### src/rtl/bit_diff_arbiter_pkg.sv
// Shared types and helpers for the round-robin bit-difference arbiter.
// rr_pick works on MAX_REQ-wide vectors so that any NUM_REQ below MAX_REQ can share it.
package bit_diff_pkg;

   localparam int MAX_REQ   = 64;
   localparam int MAX_REQ_W = 6;

   typedef enum logic [1:0] {
      IDLE    = 2'd0,
      COMPUTE = 2'd1,
      RESP    = 2'd2
   } state_t;

   function automatic int result_width(input int width);
      return $clog2(2 * width + 1);
   endfunction

   // One-hot pick of the first valid requester strictly after `last`, wrapping at num_req.
   function automatic logic [MAX_REQ-1:0] rr_pick(input logic [MAX_REQ-1:0] valid,
                                                  input int                 last,
                                                  input int                 num_req);
      logic [MAX_REQ-1:0] pick;
      int                 idx;
      pick = '0;
      for (int k = 1; k <= MAX_REQ; k++) begin
         idx = (last + k >= num_req) ? (last + k - num_req) : (last + k);
         if ((k <= num_req) && (pick == '0) && valid[idx[MAX_REQ_W-1:0]]) begin
            pick[idx[MAX_REQ_W-1:0]] = 1'b1;
         end else begin
            pick = pick;
         end
      end
      return pick;
   endfunction

endpackage

### src/rtl/bit_diff_arbiter_if.sv
// Request/response bundle between the producers, the arbiter and the result consumer.
interface bit_diff_if
   import bit_diff_pkg::*;
#(
   parameter int NUM_REQ = 4,
   parameter int WIDTH   = 32
);
   localparam int ID_W  = $clog2(NUM_REQ);
   localparam int RES_W = result_width(WIDTH);

   logic [NUM_REQ-1:0]            req_valid;
   logic [NUM_REQ-1:0][WIDTH-1:0] req_data;
   logic [NUM_REQ-1:0]            req_ready;
   logic                          resp_valid;
   logic                          resp_ready;
   logic [ID_W-1:0]               resp_id;
   logic signed [RES_W-1:0]       resp_result;
   logic                          busy;
   logic [63:0]                   done_count;

   modport master (
      output req_valid, req_data, resp_ready,
      input  req_ready, resp_valid, resp_id, resp_result, busy, done_count
   );

   modport slave (
      input  req_valid, req_data, resp_ready,
      output req_ready, resp_valid, resp_id, resp_result, busy, done_count
   );
endinterface

### src/rtl/bit_diff_arbiter_engine.sv
// Bit-serial ones-minus-zeros engine: one operand bit per cycle, LSB first.
// done_o/result_o are valid in the cycle the last bit is consumed.
module bit_diff_engine
   import bit_diff_pkg::*;
#(
   parameter int WIDTH = 32,
   parameter int RES_W = result_width(WIDTH)
) (
   input  logic                    clk,
   input  logic                    rst,
   input  logic                    start_i,
   input  logic [WIDTH-1:0]        data_i,
   output logic                    done_o,
   output logic signed [RES_W-1:0] result_o
);
   localparam int CNT_W = (WIDTH > 2) ? $clog2(WIDTH) : 1;

   logic [WIDTH-1:0]        shift_q;
   logic signed [RES_W-1:0] acc_q;
   logic signed [RES_W-1:0] acc_s;
   logic [CNT_W-1:0]        cnt_q;
   logic                    active_q;

   always_comb begin
      if (shift_q[0]) begin
         acc_s = acc_q + RES_W'(1);
      end else begin
         acc_s = acc_q - RES_W'(1);
      end
      done_o   = active_q && (cnt_q == CNT_W'(WIDTH - 1));
      result_o = acc_s;
   end

   always_ff @(posedge clk or posedge rst) begin
      if (rst) begin
         shift_q  <= '0;
         acc_q    <= '0;
         cnt_q    <= '0;
         active_q <= 1'b0;
      end else if (start_i) begin
         shift_q  <= data_i;
         acc_q    <= '0;
         cnt_q    <= '0;
         active_q <= 1'b1;
      end else if (active_q) begin
         acc_q    <= acc_s;
         shift_q  <= shift_q >> 1;
         cnt_q    <= cnt_q + CNT_W'(1);
         active_q <= !done_o;
      end else begin
         shift_q  <= shift_q;
         acc_q    <= acc_q;
         cnt_q    <= cnt_q;
         active_q <= active_q;
      end
   end
endmodule

### src/rtl/bit_diff_arbiter.sv
// Round-robin scheduler sharing one bit-serial bit-difference engine among NUM_REQ requesters.
// Results leave through a registered valid/ready port tagged with the requester index.
module bit_diff_arbiter
   import bit_diff_pkg::*;
#(
   parameter int NUM_REQ = 4,
   parameter int WIDTH   = 32
) (
   input logic     clk,
   input logic     rst,
   bit_diff_if.slave bus
);
   localparam int ID_W  = $clog2(NUM_REQ);
   localparam int RES_W = result_width(WIDTH);

   state_t                  state_q, state_d;
   logic [ID_W-1:0]         last_grant_q, last_grant_d;
   logic [ID_W-1:0]         resp_id_q, resp_id_d;
   logic signed [RES_W-1:0] resp_result_q, resp_result_d;
   logic                    resp_valid_q, resp_valid_d;
   logic                    busy_q, busy_d;
   logic [63:0]             done_count_q, done_count_d;

   logic [MAX_REQ-1:0]      valid_ext_s;
   logic [MAX_REQ-1:0]      pick_full_s;
   logic                    pick_ok_s;
   logic [NUM_REQ-1:0]      grant_s;
   logic [ID_W-1:0]         grant_idx_s;
   logic                    handshake_s;
   logic                    eng_done_s;
   logic signed [RES_W-1:0] eng_result_s;

   // A pick outside the populated requester range is treated as no grant.
   always_comb begin
      valid_ext_s                = '0;
      valid_ext_s[NUM_REQ-1:0]   = bus.req_valid;
      pick_full_s                = rr_pick(valid_ext_s, int'(last_grant_q), NUM_REQ);
      pick_ok_s                  = (pick_full_s[MAX_REQ-1:NUM_REQ] == '0);
      if ((state_q == IDLE) && !rst && pick_ok_s) begin
         grant_s = pick_full_s[NUM_REQ-1:0];
      end else begin
         grant_s = '0;
      end
      grant_idx_s = '0;
      for (int i = 0; i < NUM_REQ; i++) begin
         if (grant_s[i]) begin
            grant_idx_s = ID_W'(i);
         end else begin
            grant_idx_s = grant_idx_s;
         end
      end
      handshake_s = |(bus.req_valid & grant_s);
   end

   bit_diff_engine #(
      .WIDTH (WIDTH),
      .RES_W (RES_W)
   ) u_engine (
      .clk      (clk),
      .rst      (rst),
      .start_i  (handshake_s),
      .data_i   (bus.req_data[grant_idx_s]),
      .done_o   (eng_done_s),
      .result_o (eng_result_s)
   );

   always_comb begin
      state_d       = state_q;
      last_grant_d  = last_grant_q;
      resp_id_d     = resp_id_q;
      resp_result_d = resp_result_q;
      resp_valid_d  = resp_valid_q;
      done_count_d  = done_count_q;
      case (state_q)
         IDLE: begin
            if (handshake_s) begin
               state_d      = COMPUTE;
               last_grant_d = grant_idx_s;
               resp_id_d    = grant_idx_s;
            end else begin
               state_d = IDLE;
            end
         end
         COMPUTE: begin
            if (eng_done_s) begin
               state_d       = RESP;
               resp_result_d = eng_result_s;
               resp_valid_d  = 1'b1;
            end else begin
               state_d = COMPUTE;
            end
         end
         RESP: begin
            if (bus.resp_ready) begin
               state_d      = IDLE;
               resp_valid_d = 1'b0;
               done_count_d = done_count_q + 64'd1;
            end else begin
               state_d = RESP;
            end
         end
         default: begin
            state_d      = IDLE;
            resp_valid_d = 1'b0;
         end
      endcase
      busy_d = (state_d != IDLE);
   end

   // Pointer resets to the last index so requester 0 wins the first search.
   always_ff @(posedge clk or posedge rst) begin
      if (rst) begin
         state_q       <= IDLE;
         last_grant_q  <= ID_W'(NUM_REQ - 1);
         resp_id_q     <= '0;
         resp_result_q <= '0;
         resp_valid_q  <= 1'b0;
         busy_q        <= 1'b0;
         done_count_q  <= 64'd0;
      end else begin
         state_q       <= state_d;
         last_grant_q  <= last_grant_d;
         resp_id_q     <= resp_id_d;
         resp_result_q <= resp_result_d;
         resp_valid_q  <= resp_valid_d;
         busy_q        <= busy_d;
         done_count_q  <= done_count_d;
      end
   end

   assign bus.req_ready   = grant_s;
   assign bus.resp_valid  = resp_valid_q;
   assign bus.resp_id     = resp_id_q;
   assign bus.resp_result = resp_result_q;
   assign bus.busy        = busy_q;
   assign bus.done_count  = done_count_q;
endmodule
### src/flat_wrapper.sv
// flat-port wrapper written by rule: the top's interface ports become plain ports
module bit_diff_arbiter_flat import bit_diff_pkg::*;
#(
   parameter int NUM_REQ = 4,
   parameter int WIDTH   = 32
)
  (clk, rst, bus_req_valid, bus_req_data, bus_resp_ready, bus_req_ready, bus_resp_valid, bus_resp_id, bus_resp_result, bus_busy, bus_done_count);
  bit_diff_if #(.NUM_REQ(NUM_REQ), .WIDTH(WIDTH)) bus_i ();
  input logic clk;
  input logic rst;
  input wire logic [$bits(bus_i.req_valid)-1:0] bus_req_valid;
  input wire logic [$bits(bus_i.req_data)-1:0] bus_req_data;
  input wire logic [$bits(bus_i.resp_ready)-1:0] bus_resp_ready;
  output wire logic [$bits(bus_i.req_ready)-1:0] bus_req_ready;
  output wire logic [$bits(bus_i.resp_valid)-1:0] bus_resp_valid;
  output wire logic [$bits(bus_i.resp_id)-1:0] bus_resp_id;
  output wire logic [$bits(bus_i.resp_result)-1:0] bus_resp_result;
  output wire logic [$bits(bus_i.busy)-1:0] bus_busy;
  output wire logic [$bits(bus_i.done_count)-1:0] bus_done_count;
  assign bus_i.req_valid = bus_req_valid;
  assign bus_i.req_data = bus_req_data;
  assign bus_i.resp_ready = bus_resp_ready;
  assign bus_req_ready = bus_i.req_ready;
  assign bus_resp_valid = bus_i.resp_valid;
  assign bus_resp_id = bus_i.resp_id;
  assign bus_resp_result = bus_i.resp_result;
  assign bus_busy = bus_i.busy;
  assign bus_done_count = bus_i.done_count;
  bit_diff_arbiter #(.NUM_REQ(NUM_REQ), .WIDTH(WIDTH)) u_core (.clk(clk), .rst(rst), .bus(bus_i));
endmodule
### config.mk
export PLATFORM = sky130hd
export DESIGN_NAME = bit_diff_arbiter_flat
export DESIGN_NICKNAME = d
export VERILOG_FILES = /design/src/rtl/bit_diff_arbiter_pkg.sv /design/src/rtl/bit_diff_arbiter_if.sv /design/src/rtl/bit_diff_arbiter_engine.sv /design/src/rtl/bit_diff_arbiter.sv /design/src/flat_wrapper.sv
export SDC_FILE = /design/constraint.sdc
export NUM_CORES = 1
export LEC_CHECK = 0
export BUFFER_PORTS_ARGS = -buffer_cell sky130_fd_sc_hd__buf_2
export CORE_MARGIN = 4
export CORE_UTILIZATION = 53
export DETAILED_ROUTE_END_ITERATION = 8
export PLACE_DENSITY = 0.88
export SLEW_MARGIN = 30
export SYNTH_ARGS = -nofsm -noshare
export SYNTH_HDL_FRONTEND = slang
export SYNTH_HIERARCHICAL = 1
export SYNTH_SLANG_ARGS = --single-unit
export TNS_END_PERCENT = 1
### constraint.sdc
create_clock -name clk -period 5.5 [get_ports clk]
set_input_delay 0 -clock clk [delete_from_list [all_inputs] [get_ports clk]]
set_output_delay 0 -clock clk [all_outputs]
set_load 0.02 [all_outputs]
==> results.cfg, run 1 <==
[routing]
first_pass_iters = 6
vias_per_cell = 5.81
drtIter0Drc = 589
route.detailed.drc = 0
ant_nets = 0
totalWireLength_mm = 20.1
wire_per_inst_um = 17.0
vias = 6850

[logic_synthesis]
seq_area_frac_synth_pct = 41.7
synth_area_per_cell_um2 = 9.84
synth_edf_count = 0
synthesis.nets = 909
yosysTopAreaCell = dfrtp_1
synth_cells = 757
synth_area_mm2 = 0.00745
ys_ff_latch = 124
netlist.area_leader.share_pct = 41.0
yosysWarnings = 6
synth_cell_types = 71
synth.area.top_cells = dfrtp_1 41%, mux2i_1 9.0%, xnor2_1 6.1%, o21ai_0 4.1%, a22oi_1 3.4%
async_flop_share_pct = 100
synthFlopType = dfrtp_1

[global_routing]
overflow = 0
grt_pass1_vias = 6837
antenna_found_initial = 1
grt_pass1_wl_mm = 32.8
grt_usage_pct = 25.0
grt_max_degree = 69

[job]
max_cap_viol_count = 0

[place]
port_buffers = 213
placed_cells = 1117
dp_slack_ns = 1.23
gp_congestion = 1.05
hpwl_mm = 14.0

[timing]
rsz0062_at_grt = false
timing.setup.tns_ns = 0
tightest_slew_ns = 0.844
finalWorstSetupSlack_ns = 1.14
fin_crit_ns = 4.36
fmaxAchievable_ghz = 0.229
finalHoldViolations = 0
slew_viol_final = 0
relSlewSlack_pct = 43.7
clock_skew_ns = 0.0107
period_share_pct = 79.3
setup_viol = 0

[floorplanning]
dieHeight_um = 127
num_rows = 43
ios = 214
die_w_um = 127
core_mm2 = 0.0138
initial_core_util_pct = 53.9
dieArea_mm2 = 0.0160

[worst_setup_path]
cp.arrival_ns = 4.63
crit_fanout = 68
endpoint_kind = flop
crit_required_ns = 5.77
worstReg2RegStart = u_core/last_grant_q[0]
startpoint_type = flop
worstSetupStartpoint = u_core/last_grant_q[0]
r2r_cells = 13
path_class = reg -> reg

[clocking]
root_buffer = clkbuf_16
cts_buffers = 17
clockBufferDepth = 2
cts_setup_buffers = 0
cts_tree = yes
clk-insertion-delay-late_ns = 0.42
cts.sinks = 124
cts_max_level = 4
cts.clk_slew.worst_paths_ns = 0.06

[power_and_ir_drop]
pwr-share-clk_pct = 26.3
p_total_mw = 4.40
p_seq_share_pct = 28.7
p_comb_share_pct = 45.0
irDropWorstVdd_mv = 0.279
leakage_nw = 4.67
netSwitchingPower_mw = 1.73
power.share.switching_pct = 39.2
p_int_mw = 2.68
power_density_mw_per_mm2 = 462

[cells_and_area]
final_cells = 1180
finalNetCount = 1138
area_delta_synth_final_pct = 27.9
drive_above_1_share_pct = 28.7
num-fill-cells = 1037

[outcome]
status = completed

[hold_path]
min_path_type = in -> reg
holdPathStages = 5
hp-start = bus_req_data[98]
per-stage QoR:
| stage | hold slack, ns | instance area (um^2) | util, % |
|---|---|---|---|
| 2_1_floorplan | 0.109 | 7450 | - |
| 3_3_place_gp | 0.252 | 8600 | 62.2 |
| 3_5_place_dp | 0.266 | 8600 | 62.2 |
| 4_1_cts | 0.00305 | 9520 | 68.8 |
| 5_1_grt | 0.0365 | 9520 | 68.9 |
| 6_report | 0.0197 | 9520 | 68.9 |
cells by family after synthesis:
family                   after synthesis  share of synthesized area [%]
XOR/XNOR                              72                           8.47
AND/OR/NAND/NOR                      214                           14.7
AO/OA/AOI/OAI                        184                           16.9
flip-flops                           124                           41.7
buffers and inverters                 65                           3.98
adder cells (fa/ha/maj)               17                           2.96
multiplexers                          81                           11.3
power groups by stage:
stage	combinational, mW	sequential (mW)	clock [mW]
floorplan	1.49	1.28	0
global placement	1.87	1.27	0
global route	2.18	1.29	1.23
CTS	1.95	1.27	1.18
detailed placement	1.92	1.28	0
finish	1.98	1.26	1.16
cell usage after synthesis, drive strengths merged, types with 2 or more instances:
| master | number |
|---|---|
| dfrtp | 122 |
| o221ai | 2 |
| nand3 | 27 |
| dfstp | 2 |
| a221o | 3 |
| nor2 | 40 |
| nor3 | 10 |
| nor4 | 3 |
| a21oi | 8 |
| buf | 21 |
| o21ai | 72 |
| inv | 22 |
| and3 | 12 |
| and2 | 9 |
| or4 | 3 |
| nand2 | 64 |
| and4 | 6 |
| a22o | 3 |
| xnor2 | 52 |
| a22oi | 36 |
| a21o | 3 |
| a21boi | 3 |
| ha | 16 |
| nor2b | 3 |
| nand4 | 15 |
| mux2i | 67 |
| nor3b | 4 |
| a311o | 3 |
| clkbuf | 22 |
| a32oi | 5 |
| xor2 | 20 |
| mux2 | 13 |
| nand2b | 6 |
| or3 | 5 |
| o31ai | 32 |
| nand3b | 3 |
| a211oi | 2 |
layer usage:
metal / up-vias / GRT usage, % / wire [um]
met4: 0 / 11.2 / 701
met1: 3192 / 30.3 / 7900
li1: 3223 / - / -
met3: 70 / 6.32 / 1810
met5: - / 0 / 0
met2: 365 / 42.1 / 9680
final cells by class:
| type | count | area [um^2] | area share, % |
|---|---|---|---|
| repair buffers | 253 | 1440 | 15.1 |
| well taps | 180 | 225 | 2.36 |
| multi-input cells | 568 | 4050 | 42.5 |
| clock inverters | 14 | 185 | 1.94 |
| clock buffers | 18 | 429 | 4.51 |
| diodes | 1 | 2.50 | 0.0263 |
| inverters | 22 | 85.1 | 0.893 |
| flip-flops and latches | 124 | 3110 | 32.6 |
layout by cell type (no fill, tap or decap), drive strengths merged, types with 27 or more instances in the layout:
master       instances
nor2                40
a22oi               36
buf                223
dfrtp              122
xnor2               52
o31ai               32
o21ai               72
mux2i               67
nand2               64
nand3               27
dlygate4sd3         30
worst paths after layout:
| check | endpoint | slack, ns |
|---|---|---|
| min reg2reg | u_core/bus.done_count[63] | 0.47 |
| max reg2reg | u_core/u_engine/shift_q[19] | 1.14 |
| max | u_core/u_engine/shift_q[19] | 1.14 |
| min in group asynchronous | u_core/bus.resp_id[0] | 0.25 |
| min | u_core/u_engine/shift_q[2] | 0.02 |
| max in group asynchronous | u_core/bus.done_count[14] | 4.34 |
sequential cells by signal, indices dropped and copies added, names as in the netlist, 2 cells and up:
signal and count:
u_core/bus.resp_id 2, u_core/state_q 2, u_core/bus.done_count 64, u_core/bus.resp_result 7, u_core/last_grant_q 2, u_core/u_engine/shift_q 32, u_core/u_engine/acc_q 7, u_core/u_engine/cnt_q 5
timing repair:
action                                  4_1_cts  5_1_grt
hold endpoints to repair                    116        0
hold buffers                                 30        0
resized for setup                             0        0
endpoints found under the setup margin        0        0
worst max-delay path, stage by stage (launching register included):
cell     delay [ns]
dfstp_2        0.67
inv_1          0.15
ha_1           0.39
mux2_2         0.35
a22o_1         0.26
and2_1         0.20
nor3b_1        0.17
or4_4          0.55
a21oi_4        0.15
buf_4          0.65
mux2i_1        0.29
a22oi_1        0.12
nand2_1        0.09
o21ai_0        0.10
Power figures use the tool's default switching activity.
==> run 2: changes to the inputs <==
Settings changed: ABC_AREA from default to 1, CORE_UTILIZATION 53 to 49, PLACE_DENSITY 0.88 to 0.85.
Clock period 5.5 ns to 4 ns, I/O delays scaled along.
==> run 2 against run 1 <==
Power is 34% higher. Register-to-register slack worse by 0.90 ns. Sequential share of layout area is 3.1 points lower. Critical path type unchanged. Largest cell class unchanged.
==> results.cfg, run 2 <==
[floorplanning]
ios = 214
dieArea_mm2 = 0.0193
die_w_um = 139
dieHeight_um = 139
core_mm2 = 0.0167
initial_core_util_pct = 50.4
num_rows = 47

[clocking]
root_buffer = clkbuf_16
cts.sinks = 124
cts.clk_slew.worst_paths_ns = 0.06
cts_tree = yes
clk-insertion-delay-late_ns = 0.42
cts_buffers = 17
cts_setup_buffers = 0
clockBufferDepth = 2
cts_max_level = 4

[global_routing]
grt_usage_pct = 23.0
grt_pass1_vias = 7966
antenna_found_initial = 0
overflow = 0
grt_pass1_wl_mm = 37.5
grt_max_degree = 80

[power_and_ir_drop]
irDropWorstVdd_mv = 0.362
power_density_mw_per_mm2 = 560
leakage_nw = 5.93

[logic_synthesis]
yosysTopAreaCell = dfrtp_1
seq_area_frac_synth_pct = 36.9
async_flop_share_pct = 100
synthFlopType = dfrtp_1
yosysWarnings = 6
synth_edf_count = 0
synth_area_mm2 = 0.00842
ys_ff_latch = 124
synthesis.nets = 1284
synth.area.top_cells = dfrtp_1 36%, nand2_1 11%, inv_1 11%, nand3_1 10%, xor2_1 5.2%
synth.most_common_cell = nand2_1
synth_cell_types = 52
synth_area_per_cell_um2 = 7.43
synthTopCellsByCount = 251 x nand2_1, 245 x inv_1, 175 x nand3_1, 122 x dfrtp_1, 50 x xor2_1
synth_cells = 1132
netlist.area_leader.share_pct = 36.3

[cells_and_area]
num_antenna_cells = 0
finalNetCount = 1515
final_cell_mix = 250 x nand2_1, 243 x inv_1, 213 x buf_2
mostFrequentLayoutCell = nand2_1
area_delta_synth_final_pct = 25.2
fin_area_mm2 = 0.0105
largest_reg_flops = 64
drive_above_1_share_pct = 24.4

[place]
gp_congestion = 0.885
hpwl_mm = 16.3
port_buffers = 213
dp_slack_ns = 0.242
place_area_mm2 = 0.00962

[worst_setup_path]
startpoint_type = flop
crit_fanout = 29
path_class = reg -> reg
endpoint_kind = flop
cp.arrival_ns = 4.02
crit_required_ns = 4.26

[routing]
totalWireLength_mm = 22.5
drtIter0Drc = 454
wire_per_inst_um = 14.1
vias = 8203
ant_nets = 0
first_pass_iters = 5
vias_per_cell = 5.14
route.detailed.drc = 0

[timing]
fmaxAchievable_ghz = 0.266
relSlewSlack_pct = 47.7
tightest_slew_ns = 0.783
clock_skew_ns = 0.0131
setup_viol = 0
rsz0062_at_grt = true
slew_viol_final = 0
period_share_pct = 94.0
fin_crit_ns = 3.76
finalWorstSetupSlack_ns = 0.240
finalHoldViolations = 0

[outcome]
status = completed

[hold_path]
min_path_type = in -> reg

[job]
max_cap_viol_count = 0
[run 2: changes by cell type in the layout (fill, tap and decap cells not counted), moves of 39 or more]
| cell | delta |
|---|---|
| xnor2_1 | -39 |
| mux2i_1 | -67 |
| o21ai_0 | -53 |
| inv_1 | +224 |
| nand2_1 | +187 |
| nand3_1 | +147 |
[run 2: critical path, stage by stage (launching register included)]
cell,delay (ns)
dfstp_2,0.63
inv_2,0.12
ha_1,0.35
inv_1,0.08
nand3_1,0.11
nand3_1,0.10
nor2_2,0.06
nor2_4,0.11
nand3_1,0.09
nand2_1,0.13
nor2_2,0.07
nand3_2,0.07
nor2_1,0.05
nor2_2,0.21
nand4_1,0.16
nand2_1,0.12
nand3_1,0.08
nand2_1,0.14
nor2_2,0.06
inv_1,0.15
nor2_4,0.09
inv_2,0.44
o221ai_1,0.19
[run 2: cell type report]
class                   count  area (um^2)
flip-flops and latches    124         3110
fillers                  1354         6160
repair buffers            251         1450
multi-input cells         714         4110
clock buffers              17          425
clock inverters            15          210
well taps                 220          275
inverters                 255          960
[run 2: final timing paths]
check | startpoint | cells past startpoint | to | slack [ns]
worst max-delay path | u_core/last_grant_q[0] | 22 | u_core/u_engine/shift_q[6] | 0.24
worst min-delay path | bus_req_data[118] | 7 | u_core/u_engine/shift_q[22] | 0.01
worst max register to register | u_core/last_grant_q[0] | 22 | u_core/u_engine/shift_q[6] | 0.24
worst min register to register | u_core/bus.resp_id[1] | 2 | u_core/bus.resp_id[1] | 0.48
max in group asynchronous | rst | 4 | u_core/bus.done_count[2] | 3.12
min in group asynchronous | rst | 3 | u_core/u_engine/cnt_q[1] | 0.31
[run 2: repair_timing]
item	4_1_cts	5_1_grt
hold endpoints to repair	139	0
hold buffers	27	0
gates resized for setup	0	2
endpoints found under the setup margin	0	33
[run 2: cell families after synthesis]
group	share of synthesized area, %
DFF	36.9
adders and majority gates	2.62
AOI/OAI and AO/OA	5.77
muxes	0.937
buffers and inverters	14.4
and+or+nand+nor	32.8
xor gates and xnor gates	6.56
[run 2: layer usage]
layer / part of all wire (%) / wire length [um] / global-route usage (%)
met5: 0 / 0 / 0
met4: 2.6 / 576 / 9.01
met3: 7.8 / 1760 / 5.62
met2: 49 / 10900 / 38.0
met1: 41 / 9250 / 29.2
[run 2: power by group]
group	switching, mW	internal [mW]	total, mW
clock network	0.590	1.05	1.64
logic	1.63	0.968	2.59
registers	0.141	1.53	1.67
total	2.36	3.55	5.90
[run 2: metrics by stage]
| step | hold slack, ns | utilization, % | setup TNS (ns) | power [mW] | instances |
|---|---|---|---|---|---|
| detailed placement | 0.307 | 57.6 | 0 | 4.23 | 1537 |
| finish | 0.0104 | 63.1 | 0 | 5.90 | 1596 |
| global placement | 0.303 | 57.6 | 0 | 4.14 | 1537 |
| CTS | 0.000466 | 63.0 | 0 | 5.93 | 1596 |
| floorplan | 0.166 | - | 0 | 3.68 | 1132 |
| global route | 0.0372 | 63.1 | -1.66 | 6.36 | 1596 |
==> run 3: changes to the inputs <==
Settings changed: CORE_UTILIZATION 49 to 25, GPL_TIMING_DRIVEN from default to 1, PLACE_DENSITY 0.85 to 0.52.
==> run 3 against run 2 <==
Cell count increased by 13%. Worst setup slack improved by 0.10 ns. Non-clock buffer count decreased by 17. Critical path depth increased by 1. Worst hold slack improved by 0.0047 ns. Flip-flop and latch count unchanged.
==> results.cfg, run 3 (synthesis gave the netlist of run 2 again) <==
[outcome]
status = completed

[clocking]
cts.sinks = 124
root_buffer = clkbuf_16
cts.clk_slew.worst_paths_ns = 0.06
cts_max_level = 4
clockBufferDepth = 2
cts_buffers = 17
cts_tree = yes
clk-insertion-delay-late_ns = 0.42

[timing]
finalWorstSetupSlack_ns = 0.343
slew_viol_final = 0
fin_crit_ns = 3.66
clock_skew_ns = 0.0135
relSlewSlack_pct = 47.0
finalHoldViolations = 0
rsz0062_at_grt = true
period_share_pct = 91.4
tightest_slew_ns = 0.794
setup_viol = 0
fmaxAchievable_ghz = 0.273
timing.setup.tns_ns = 0

[job]
max_cap_viol_count = 0

[worst_setup_path]
cp_common_cell = nand3_1
critPathBufInv = 4
r2r_end = u_core/u_engine/shift_q[29]
worstReg2RegStart = u_core/last_grant_q[0]
critPathMaxStageDelay_ns = 0.64
crit_family = simple AND/OR/NAND/NOR gates
r2r_cells = 23
crit_fanout = 28
startpoint_type = flop
endpoint_kind = flop
path_class = reg -> reg
path_cells = inv_2 -> ha_1 -> inv_1 -> nand3_1 -> nand3_1 -> nor2_2 -> nor2_4 -> nand3_1 -> nand2_1 -> nor2_2 -> nand3_2 -> nor2_1 -> nor2_2 -> inv_1 -> a31oi_1 -> nand3_2 -> nand2_4 -> buf_16 -> nand2_1 -> nand3_1 -> nand2_1 -> a22oi_1 -> o21ai_1
crit_required_ns = 4.29
cp.arrival_ns = 3.95
critical-path-slowest-cell = dfstp_2
reg2reg_slack_ns = 0.34

[place]
gp_congestion = 0.856
hpwl_mm = 19.0
port_buffers = 213
dp_slack_ns = 0.226

[global_routing]
gr-usage-met1_pct = 17.9
grt_max_degree = 77
overflow = 0
grtUsageMet3_pct = 2.92
grt_pass1_wl_mm = 39.3
use_met2_pct = 21.1
antenna_found_initial = 0
grt_usage_pct = 13.1
top_usage_layer = met2
grt_pass1_vias = 7760

[floorplanning]
ios = 214
dieArea_mm2 = 0.0367
core_mm2 = 0.0329
die_w_um = 191
num_rows = 66
dieHeight_um = 191
initial_core_util_pct = 25.6

[cells_and_area]
finalNetCount = 1498
largest_reg_flops = 64
mostFrequentLayoutCell = nand2_1
num-fill-cells = 3618
area_delta_synth_final_pct = 26.2
num_antenna_cells = 0
final_cell_mix = 250 x nand2_1, 243 x inv_1, 213 x buf_2
drive_above_1_share_pct = 24.9

[routing]
ant_nets = 0
vias_per_cell = 4.39
wire_per_inst_um = 13.5
totalWireLength_mm = 24.4
route.detailed.drc = 0
first_pass_iters = 4
drtIter0Drc = 330
vias = 7904

[hold_path]
min_path_type = in -> reg
holdPathStages = 7
hp-start = bus_req_data[126]
min_to = u_core/u_engine/shift_q[30]

[power_and_ir_drop]
power_density_mw_per_mm2 = 548
leakage_nw = 5.85
irDropWorstVdd_mv = 0.232
-- run 3: worst reg2reg max path: cells and delay by family (launching register included) --
| kind | cells | cell delay (ns) |
|---|---|---|
| simple gates | 15 | 1.62 |
| buf+inv | 4 | 0.48 |
| flops | 1 | 0.64 |
| fa+ha+maj | 1 | 0.35 |
| compound gates | 3 | 0.46 |
-- run 3: how the worst max path moves through the flow --
stage,endpoint,from,cells after the start,slack (ns)
final,u_core/u_engine/shift_q[29],u_core/last_grant_q[0],23,0.34
after global placement,u_core/u_engine/shift_q[19],u_core/last_grant_q[0],22,0.38
after global routing,u_core/u_engine/shift_q[24],u_core/last_grant_q[1],22,-0.01
after floorplan,u_core/u_engine/shift_q[27],u_core/last_grant_q[0],25,0.64
after detailed placement,u_core/u_engine/shift_q[21],u_core/last_grant_q[0],22,0.23
after CTS,u_core/u_engine/shift_q[7],u_core/last_grant_q[0],22,0.21
-- run 3: metrics by stage --
step,utilization (%),instance area (um^2),hold WS [ns],cells,total power [mW]
2_1_floorplan,-,8420,0.166,1132,3.68
3_3_place_gp,30.1,9910,-0.107,1759,4.26
3_5_place_dp,30.2,9910,-0.103,1759,4.30
4_1_cts,32.2,10600,0.000718,1799,5.85
5_1_grt,32.3,10600,0.0224,1801,6.31
6_report,32.3,10600,0.0151,1801,5.82
-- run 3: layout make-up --
class	instances	area, um^2	share of cell area (%)
Timing Repair Buffer	234	1310	12.4
Multi-Input combinational cell	714	4110	38.7
Tap cell	442	553	5.21
Sequential cell	124	3110	29.2
Inverter	255	962	9.06
Clock buffer	18	439	4.13
Clock inverter	14	138	1.30
-- run 3: what timing repair did --
item,in CTS,in global routing
gates resized for setup,0,5
hold endpoints to repair,130,0
endpoints found under the setup margin,0,33
hold buffers,8,0
buffers inserted,0,1
-- run 3: layer usage --
layer	up-vias	routed length [um]
met5	-	0
met4	0	231
met3	16	1650
met2	287	11100
met1	3600	11400
li1	4001	-
-- run 3: report_power, final --
part | internal (mW) | switching, mW
Clock | 0.884 | 0.624
Combinational | 0.992 | 1.67
Sequential | 1.52 | 0.134
Total | 3.40 | 2.42
